===== config.mk =====
export PLATFORM = sky130hd
export DESIGN_NAME = fifo_stream_drain
export DESIGN_NICKNAME = d
export VERILOG_FILES = /design/src/rtl/fifo_pkg.sv /design/src/rtl/fifo_stream_drain_skid_buf2.sv /design/src/rtl/fifo_stream_drain.sv
export SDC_FILE = /design/constraint.sdc
export NUM_CORES = 1
export LEC_CHECK = 0
export ABC_AREA = 1
export CAP_MARGIN = 5
export CORE_UTILIZATION = 51
export CTS_BUF_LIST = sky130_fd_sc_hd__clkbuf_4 sky130_fd_sc_hd__clkbuf_8 sky130_fd_sc_hd__clkbuf_16
export DETAILED_ROUTE_END_ITERATION = 16
export GPL_TIMING_DRIVEN = 0
export PLACE_DENSITY_LB_ADDON = 0.12
export SLEW_MARGIN = 20
export SYNTH_ARGS = -nofsm -noshare
export SYNTH_HDL_FRONTEND = slang
export SYNTH_SLANG_ARGS = --single-unit

===== constraint.sdc =====
create_clock -name clk -period 1.8 [get_ports clk]
set_clock_uncertainty 0.05 [all_clocks]
set_input_delay 0.27 -clock clk [delete_from_list [all_inputs] [get_ports clk]]
set_output_delay 0.27 -clock clk [all_outputs]
set_load 0.01 [all_outputs]

===== src/rtl/fifo_pkg.sv =====
// fifo_pkg: shared types for the FIFO drain path.
package fifo_pkg;
   localparam int DATA_W = 16;
   typedef struct packed {
      logic [DATA_W-1:0] data;
      logic              last;
   } buf_entry_t;
   typedef enum logic [1:0] {EMPTY = 2'd0, ONE = 2'd1, FULL = 2'd2} buf_state_t;
endpackage


===== src/rtl/fifo_stream_drain_skid_buf2.sv =====
// skid_buf2: two-entry valid/ready buffer; head is always a registered entry.
module skid_buf2
   import fifo_pkg::*;
#(
   parameter int W = 17
) (
   input  logic         clk,
   input  logic         rst_n,
   input  logic         push,
   input  logic [W-1:0] push_data,
   input  logic         pop,
   output logic [1:0]   occ,
   output logic [W-1:0] head
);
   buf_state_t   state_q, state_d;
   logic         hd_q, hd_d;
   logic         tail;
   logic [W-1:0] ent_q [2];
   logic [W-1:0] ent_d [2];
   always_comb begin
      tail = hd_q ^ (state_q == ONE);
      ent_d = ent_q;
      if (push) ent_d[tail] = push_data;
      hd_d = pop ? ~hd_q : hd_q;
      state_d = buf_state_t'(2'(state_q) + 2'(push) - 2'(pop));
   end
   always_ff @(posedge clk or negedge rst_n) begin
      if (!rst_n) begin
         state_q <= EMPTY;
         hd_q <= 1'b0;
         ent_q <= '{default: '0};
      end else begin
         state_q <= state_d;
         hd_q <= hd_d;
         ent_q <= ent_d;
      end
   end
   assign occ = state_q;
   assign head = ent_q[hd_q];
   assert property (@(posedge clk) disable iff (!rst_n) !(push && state_q == FULL));
   assert property (@(posedge clk) disable iff (!rst_n) !(pop && state_q == EMPTY));
endmodule


===== src/rtl/fifo_stream_drain.sv =====
// fifo_stream_drain: issues FIFO reads, absorbs read latency in a skid buffer,
// and presents a valid/ready stream tagged with burst-boundary last.
module fifo_stream_drain
   import fifo_pkg::*;
#(
   parameter int FIFO_WIDTH = 16,
   parameter int BURST_LEN  = 8
) (
   input  logic                  clk,
   input  logic                  rst_n,
   output logic                  fifo_rd_en,
   input  logic [FIFO_WIDTH-1:0] fifo_data_out,
   input  logic                  fifo_empty,
   input  logic                  fifo_underflow,
   output logic                  m_valid,
   input  logic                  m_ready,
   output logic [FIFO_WIDTH-1:0] m_data,
   output logic                  m_last,
   output logic                  err
);
   localparam int CW = BURST_LEN > 1 ? $clog2(BURST_LEN) : 1;
   localparam logic [CW-1:0] CNT_MAX = CW'(BURST_LEN - 1);
   logic            inflight_q, inflight_d;
   logic            err_q, err_d;
   logic [CW-1:0]   cnt_q, cnt_d;
   logic [1:0]      occ, room;
   logic            pop;
   logic [FIFO_WIDTH:0] head;
   // Counting a same-cycle pop as free space keeps full throughput; this makes m_ready -> fifo_rd_en combinational.
   always_comb begin
      pop = m_valid && m_ready;
      room = occ + 2'(inflight_q) - 2'(pop);
      fifo_rd_en = !fifo_empty && room < 2'd2;
      inflight_d = fifo_rd_en;
      cnt_d = !inflight_q ? cnt_q : cnt_q == CNT_MAX ? '0 : cnt_q + 1'b1;
      err_d = err_q || fifo_underflow;
   end
   always_ff @(posedge clk or negedge rst_n) begin
      if (!rst_n) begin
         inflight_q <= 1'b0;
         cnt_q <= '0;
         err_q <= 1'b0;
      end else begin
         inflight_q <= inflight_d;
         cnt_q <= cnt_d;
         err_q <= err_d;
      end
   end
   skid_buf2 #(.W(FIFO_WIDTH + 1)) u_buf (
      .clk       (clk),
      .rst_n     (rst_n),
      .push      (inflight_q),
      .push_data ({fifo_data_out, cnt_q == CNT_MAX}),
      .pop       (pop),
      .occ       (occ),
      .head      (head)
   );
   assign m_valid = occ != 2'd0;
   assign {m_data, m_last} = head;
   assign err = err_q;
   assert property (@(posedge clk) disable iff (!rst_n) 3'(occ) + 3'(inflight_q) <= 3'd2);
   assert property (@(posedge clk) disable iff (!rst_n) !(fifo_rd_en && fifo_empty));
   assert property (@(posedge clk) disable iff (!rst_n)
      m_valid && !m_ready |=> m_valid && $stable(m_data) && $stable(m_last));
   assert property (@(posedge clk) disable iff (!rst_n) !$rose(err_q))
      else $info("err set: FIFO reported underflow");
endmodule


==> metrics.md, run 1 <==
| Metric | Value |
|---|---|
| Initial antenna violation count | 0 |
| Period utilization | 114.0% |
| Routed WL per cell | 14.79 um |
| RSZ-0062 raised after global routing | yes |
| Row Count | 22 |
| Global placer's final weighted congestion | 0.7421 |
| Initial Util | 54.34% |
| DRT antenna net count | 0 |
| Adder-Cell Fraction of Synth Area | 2.478% |
| Post-synthesis mux area share | 0.5576% |
| Port buffer count | 40 |
| Cell taking the most area after synthesis | dfrtp_1 |
| Die Height | 64.93 um |
| Post-synthesis compound-gate area fraction | 0.7435% |
| DRT iter0 DRCs | 113 |
| Core area | 3716 sq um |
| Hold Path Class | in -> async |
| Area grow syn2layout | 40.52% |
| CP peak stage delay | 0.39 ns |
| Clock share of power | 11.3% |
| Drt pass-1 iters | 4 |
| Number of global-route vias before repair | 1959 |
| Simple-gate share of the synthesized area | 38.04% |
| Yosys top cell area share | 52.04% |
| Register area share after synthesis | 52.04% |
| Setup ws final | -0.2514 ns |
| Via density | 5.377 |
| Internal | 3.155 mW |
| Filler cells | 296 |
| Cell Count Post-Placement | 332 |
| CP endpoint kind | output port |
| Most common cell on crit path | nand2_2 |
| DIE AREA | 4215 sq um |
| Gr usage total | 28.95% |
| Synth Cell Area | 2019 sq um |
| CTS tree | done |
| Maxcap violations | 0 |
| Post-synthesis xor/xnor area fraction | 0.4337% |
| Post-route cell area | 2838 sq um |
| Critical register-to-register path startpoint | u_buf.occ[1] |
| Status | complete, but fails checks |
| Net count after synthesis | 268 |
| CP max-delay cell | dfrtp_1 |
| Clk buf depth | 2 |
| Worst-Skew Late Latency | 0.29 ns |
| Hpwl dp | 3.117 mm |
| Largest cells by area after synthesis | dfrtp_1 52%, nand2_1 23%, nand4_1 5.3% |
| Setup WS pre-CTS | -0.6264 ns |
| Drt total wl | 5.367 mm |
| Placed instance area | 2497 sq um |
| Die Wd | 64.93 um |
| Critical Path AT | 1.73 ns |
| Final setup violating endpoints | 2 |
| Layout cells sized above 1 | 21.59% |
| Critical path required time | 1.48 ns |
| Fin Setup TNS | -0.4830 ns |
| Startpoint Class | register |
| Leak | 1.502 nW |
| Seq cells post-synth | 42 |
| Crit path buf inv count | 4 |
| Net switching power | 2.411 mW |
| Final Util | 76.36% |
| Slew @ Worst Pin | 0.5226 ns |
| Critical path type | reg -> out |
| Root Driver | clkbuf_8 |
| Worst-path clk slew | 0.08 ns |
| Headroom to the max-slew limit | 65.16% |
| Grt ovf | 0 |
| Syn Inst Count | 243 |
| Final Max Tran Viols | 0 |
| CP Launch Point | u_buf.occ[1] |
| VDD IR-drop max | 1.100 mV |
| Synthesized area per cell | 8.310 sq um |
| Io pins | 41 |
| F_max | 487.5 MHz |
| Total number of vias | 1952 |
| CTS buffer count | 5 |
| Logic pwr share | 59.0% |
| CP max FO | 2 |
| Largest family of logic cells by synthesized area | simple AND/OR/NAND/NOR gates |
| Failing checks | setup timing |
| Sw frac | 43.32% |
| Fin cells | 363 |
| H-tree levels | 2 |
| Final Critical Period | 2.051 ns |
| Largest net degree at the start of global routing | 33 |
| Synth unique cells | 23 |
| Antenna cells | 0 |
| Warnings from Yosys | 0 |
| Crit-path cells | inv_2 > nand2_2 > nand2_2 > inv_2 > ha_4 > inv_4 > ha_4 > nand3_2 > nand2_2 > nor2_2 > buf_2 |
| Post-route DRC | 0 |
| Seq pwr share | 29.7% |
| Power density over the cells | 1962 nW/um^2 |
| Nets@finish | 339 |
| First-pass GRT wire length | 8.990 mm |
| Final hold vios | 0 |
| Top Family by Delay on Critical Path | adder cells |
| CTS sink count | 42 |
[power groups by stage]
| stage | registers [mW] | logic, mW | clock network [mW] |
|---|---|---|---|
| global placement | 1.64 | 2.78 | 0 |
| finish | 1.65 | 3.29 | 0.626 |
| floorplan | 1.60 | 1.79 | 0 |
| detailed placement | 1.66 | 2.85 | 0 |
| global route | 1.69 | 3.66 | 0.675 |
| CTS | 1.64 | 3.13 | 0.635 |
[kinds of logic after synthesis]
| kind of cell | count (synthesis) |
|---|---|
| compound gates | 3 |
| xor+xnor | 1 |
| fa+ha+maj | 4 |
| buf+inv | 22 |
| flops | 42 |
| mux | 1 |
| simple gates | 170 |
[registers in the layout, summed over array words and instances, names as in the netlist]
register / count
u_buf.occ: 2
inflight_q: 1
cnt_q: 3
u_buf.ent_q: 34
err: 1
u_buf.hd_q: 1
[per-stage QoR]
stage	hold WS (ns)	total power, mW
3_5_place_dp	0.1050	4.507
5_1_grt	0.3520	6.025
4_1_cts	0.3352	5.402
3_3_place_gp	0.4034	4.414
6_report	0.3435	5.567
2_1_floorplan	-0.07559	3.392
[metal layers]
layer  vias up  track usage, %  share of wire [%]
met4         0           13.89                2.7
met5         -               0                  0
met3        14           5.634                5.0
met2        64           50.65                 53
met1       957           33.64                 39
li1        917               -                  -
[synthesized netlist by cell type, drive strengths merged]
library cell and n:
inv 9, a21oi 2, nand4 17, nand3 21
xor2 1, buf 11, or2 1, dfrtp 42
nand2 130, nor2 1, o21ai 1, clkbuf 2
mux2 1, ha 4
[cell type report]
class / instances / area (sq um) / share of cell area, %
plain buffers: 13 / 98.84 / 3.483
clock buffers: 7 / 90.09 / 3.175
multi-input cells: 179 / 893.4 / 31.48
well taps: 48 / 60.06 / 2.116
inverters: 9 / 43.79 / 1.543
clock inverters: 1 / 5.005 / 0.1764
repair buffers: 64 / 595.6 / 20.99
flip-flops and latches: 42 / 1051 / 37.04
[placed cells by master, fill, tap and decap left out, drive strengths merged, types with 2 or more instances in the layout]
cell	instances
ha	4
nand2	130
clkdlybuf4s50	20
buf	37
clkdlybuf4s15	6
a21oi	2
nand3	21
dfrtp	42
nand4	17
inv	9
dlygate4sd2	8
clkbuf	12
[path summary, 6_finish.rpt]
| path | to | slack (ns) | cells past startpoint |
|---|---|---|---|
| min in group clk | err | 0.42 | 1 |
| min | u_buf.ent_q[14] | 0.34 | 2 |
| max | fifo_rd_en | -0.25 | 11 |
| min reg2reg | err | 0.42 | 1 |
| max reg2reg | u_buf.hd_q | -0.23 | 15 |
| max in group asynchronous | u_buf.ent_q[24] | 0.90 | 3 |
[repair_timing]
item	in CTS	in global routing
endpoints found under the hold margin	10	0
setup buffers	20	3
pin swaps	6	5
hold buffers	1	0
gates resized for setup	49	14
endpoints found under the setup margin	18	12
No activity file was read; power rests on OpenSTA's default activity.
==> inputs of run 2 (changes only) <==
==> constraint.sdc (replaced) <==
create_clock -name clk -period 2 [get_ports clk]
set_clock_uncertainty 0.05 [all_clocks]
set_input_delay 0.3 -clock clk [delete_from_list [all_inputs] [get_ports clk]]
set_output_delay 0.3 -clock clk [all_outputs]
set_load 0.01 [all_outputs]
==> metrics.md, run 2 (synthesis gave the netlist of run 1 again) <==
| Metric | Value |
|---|---|
| Status | complete, but fails checks |
| Failing checks | setup timing |
| Routed WL per cell | 14.28 um |
| Maxcap violations | 0 |
| H-tree levels | 2 |
| DRT antenna net count | 0 |
| Setup WS pre-CTS | -0.5125 ns |
| Layout cells sized above 1 | 19.68% |
| Critical path type | reg -> out |
| Gr usage total | 27.28% |
| Via density | 5.358 |
| Commonest cells after routing, fill and taps aside | 122 x nand2_1, 42 x dfrtp_1, 23 x clkdlybuf4s50_1 |
| Reg-to-reg setup timing slack | 0.02 ns |
| Largest net degree at the start of global routing | 33 |
| Most common cell after layout, fill and taps aside | nand2_1 |
| Placed instance area | 2495 sq um |
| Final Max Tran Viols | 0 |
| Power density over the cells | 1744 nW/um^2 |
| Nets@finish | 336 |
| Die Wd | 64.93 um |
| Critical path required time | 1.65 ns |
| Die Height | 64.93 um |
| Drt total wl | 5.111 mm |
| Root Driver | clkbuf_8 |
| Biggest register | u_buf.ent_q |
| Number of global-route vias before repair | 1825 |
| Clk buf depth | 2 |
| Fin Setup TNS | -0.1061 ns |
| Startpoint Class | register |
| R2R cell count | 14 |
| DIE AREA | 4215 sq um |
| VDD IR-drop max | 1.087 mV |
| Post-route DRC | 0 |
| Final setup violating endpoints | 1 |
| Core area | 3716 sq um |
| Hpwl dp | 3.087 mm |
| Drt pass-1 iters | 4 |
| Area grow syn2layout | 40.21% |
| Setup ws final | -0.1061 ns |
| Total number of vias | 1918 |
| F_max | 474.8 MHz |
| Post-route cell area | 2831 sq um |
| Antenna cells | 0 |
| Final hold vios | 0 |
| Largest register FFs | 34 |
| Row Count | 22 |
| Global placer's final weighted congestion | 0.7578 |
| Initial antenna violation count | 0 |
| CTS buffer count | 5 |
| Fin cells | 358 |
| Period utilization | 105.3% |
| Port buffer count | 40 |
| Cell Count Post-Placement | 332 |
| Worst-Skew Late Latency | 0.29 ns |
| Hold Path Class | in -> async |
| CTS sink count | 42 |
| Final Util | 76.20% |
| Final Critical Period | 2.106 ns |
| Leak | 1.539 nW |
| Initial Util | 54.34% |
| First-pass GRT wire length | 8.500 mm |
| CP endpoint kind | output port |
| Filler cells | 268 |
| Grt ovf | 0 |
| Worst-path clk slew | 0.08 ns |
| Critical register-to-register path startpoint | u_buf.occ[0] |
| Io pins | 41 |
| CTS tree | done |
| Terminus of the critical flop-to-flop path | u_buf.hd_q |
| DRT iter0 DRCs | 176 |
| Slew @ Worst Pin | 0.5322 ns |
| CP max FO | 2 |
| Critical Path AT | 1.76 ns |
| Headroom to the max-slew limit | 64.52% |
| RSZ-0062 raised after global routing | yes |
-- run 2: cell types whose count changed in the layout (fill, tap and decap cells not counted), sizes merged --
cell / change
buf: -4
clkbuf: -4
clkdlybuf4s15: -6
clkdlybuf4s50: +3
clkinv: -1
dlygate4sd2: +2
dlymetal6s2s: +5
-- run 2: area by class of cell --
class	instances	area (sq um)	share of cell area, %
sequential	42	1051	37.12
tap	48	60.06	2.121
timing repair buffer	61	598.1	21.12
inverter	9	41.29	1.458
clock buffer	6	82.58	2.916
multi-input combinational	179	895.9	31.64
buffer	13	102.6	3.623
-- run 2: worst max-delay path by stage --
stage	cells after the start	endpoint	slack, ns	startpoint
finish	11	fifo_rd_en	-0.11	u_buf.occ[0]
global route	11	fifo_rd_en	-0.18	u_buf.occ[0]
CTS	15	u_buf.hd_q	-0.09	u_buf.occ[0]
detailed placement	10	fifo_rd_en	-0.51	m_ready
global placement	10	fifo_rd_en	-0.50	m_ready
floorplan	10	fifo_rd_en	0.14	u_buf.occ[0]
-- run 2: critical path, stage by stage (launching register included) --
cell and delay, ns:
dfrtp_1 0.41, inv_2 0.08, nand2_2 0.06, nand2_2 0.08, inv_2 0.05, ha_4 0.25, inv_2 0.03, ha_4 0.15
nand3_2 0.07, nand2_2 0.06, nor2_2 0.08, buf_2 0.13
-- run 2: per-stage QoR --
| step | power (mW) | hold WS (ns) |
|---|---|---|
| floorplan | 3.048 | -0.04559 |
| global placement | 3.970 | 0.4034 |
| detailed placement | 4.045 | 0.1359 |
| CTS | 4.855 | 0.3562 |
| global route | 5.344 | 0.3708 |
| finish | 4.939 | 0.3581 |
-- run 2: repair_timing --
| action | 4_1_cts | 5_1_grt |
|---|---|---|
| resized for setup | 35 | 12 |
| hold buffers | 1 | 0 |
| hold endpoints to repair | 10 | 0 |
| setup buffers | 18 | 2 |
| pin swaps | 5 | 4 |
| setup endpoints to repair | 12 | 7 |
-- run 2: layer usage --
metal,vias up,routed length [um],share of wire [%],track usage [%]
li1,916,-,-,-
met1,935,2125,42,34.47
met2,55,2633,52,45.57
met3,12,248,4.9,6.338
met4,0,103,2.0,9.167
met5,-,0,0,0
-- run 2: where the power goes --
part,switching [mW],internal [mW]
Sequential,0.218,1.26
Combinational,1.62,1.29
Clock,0.276,0.266
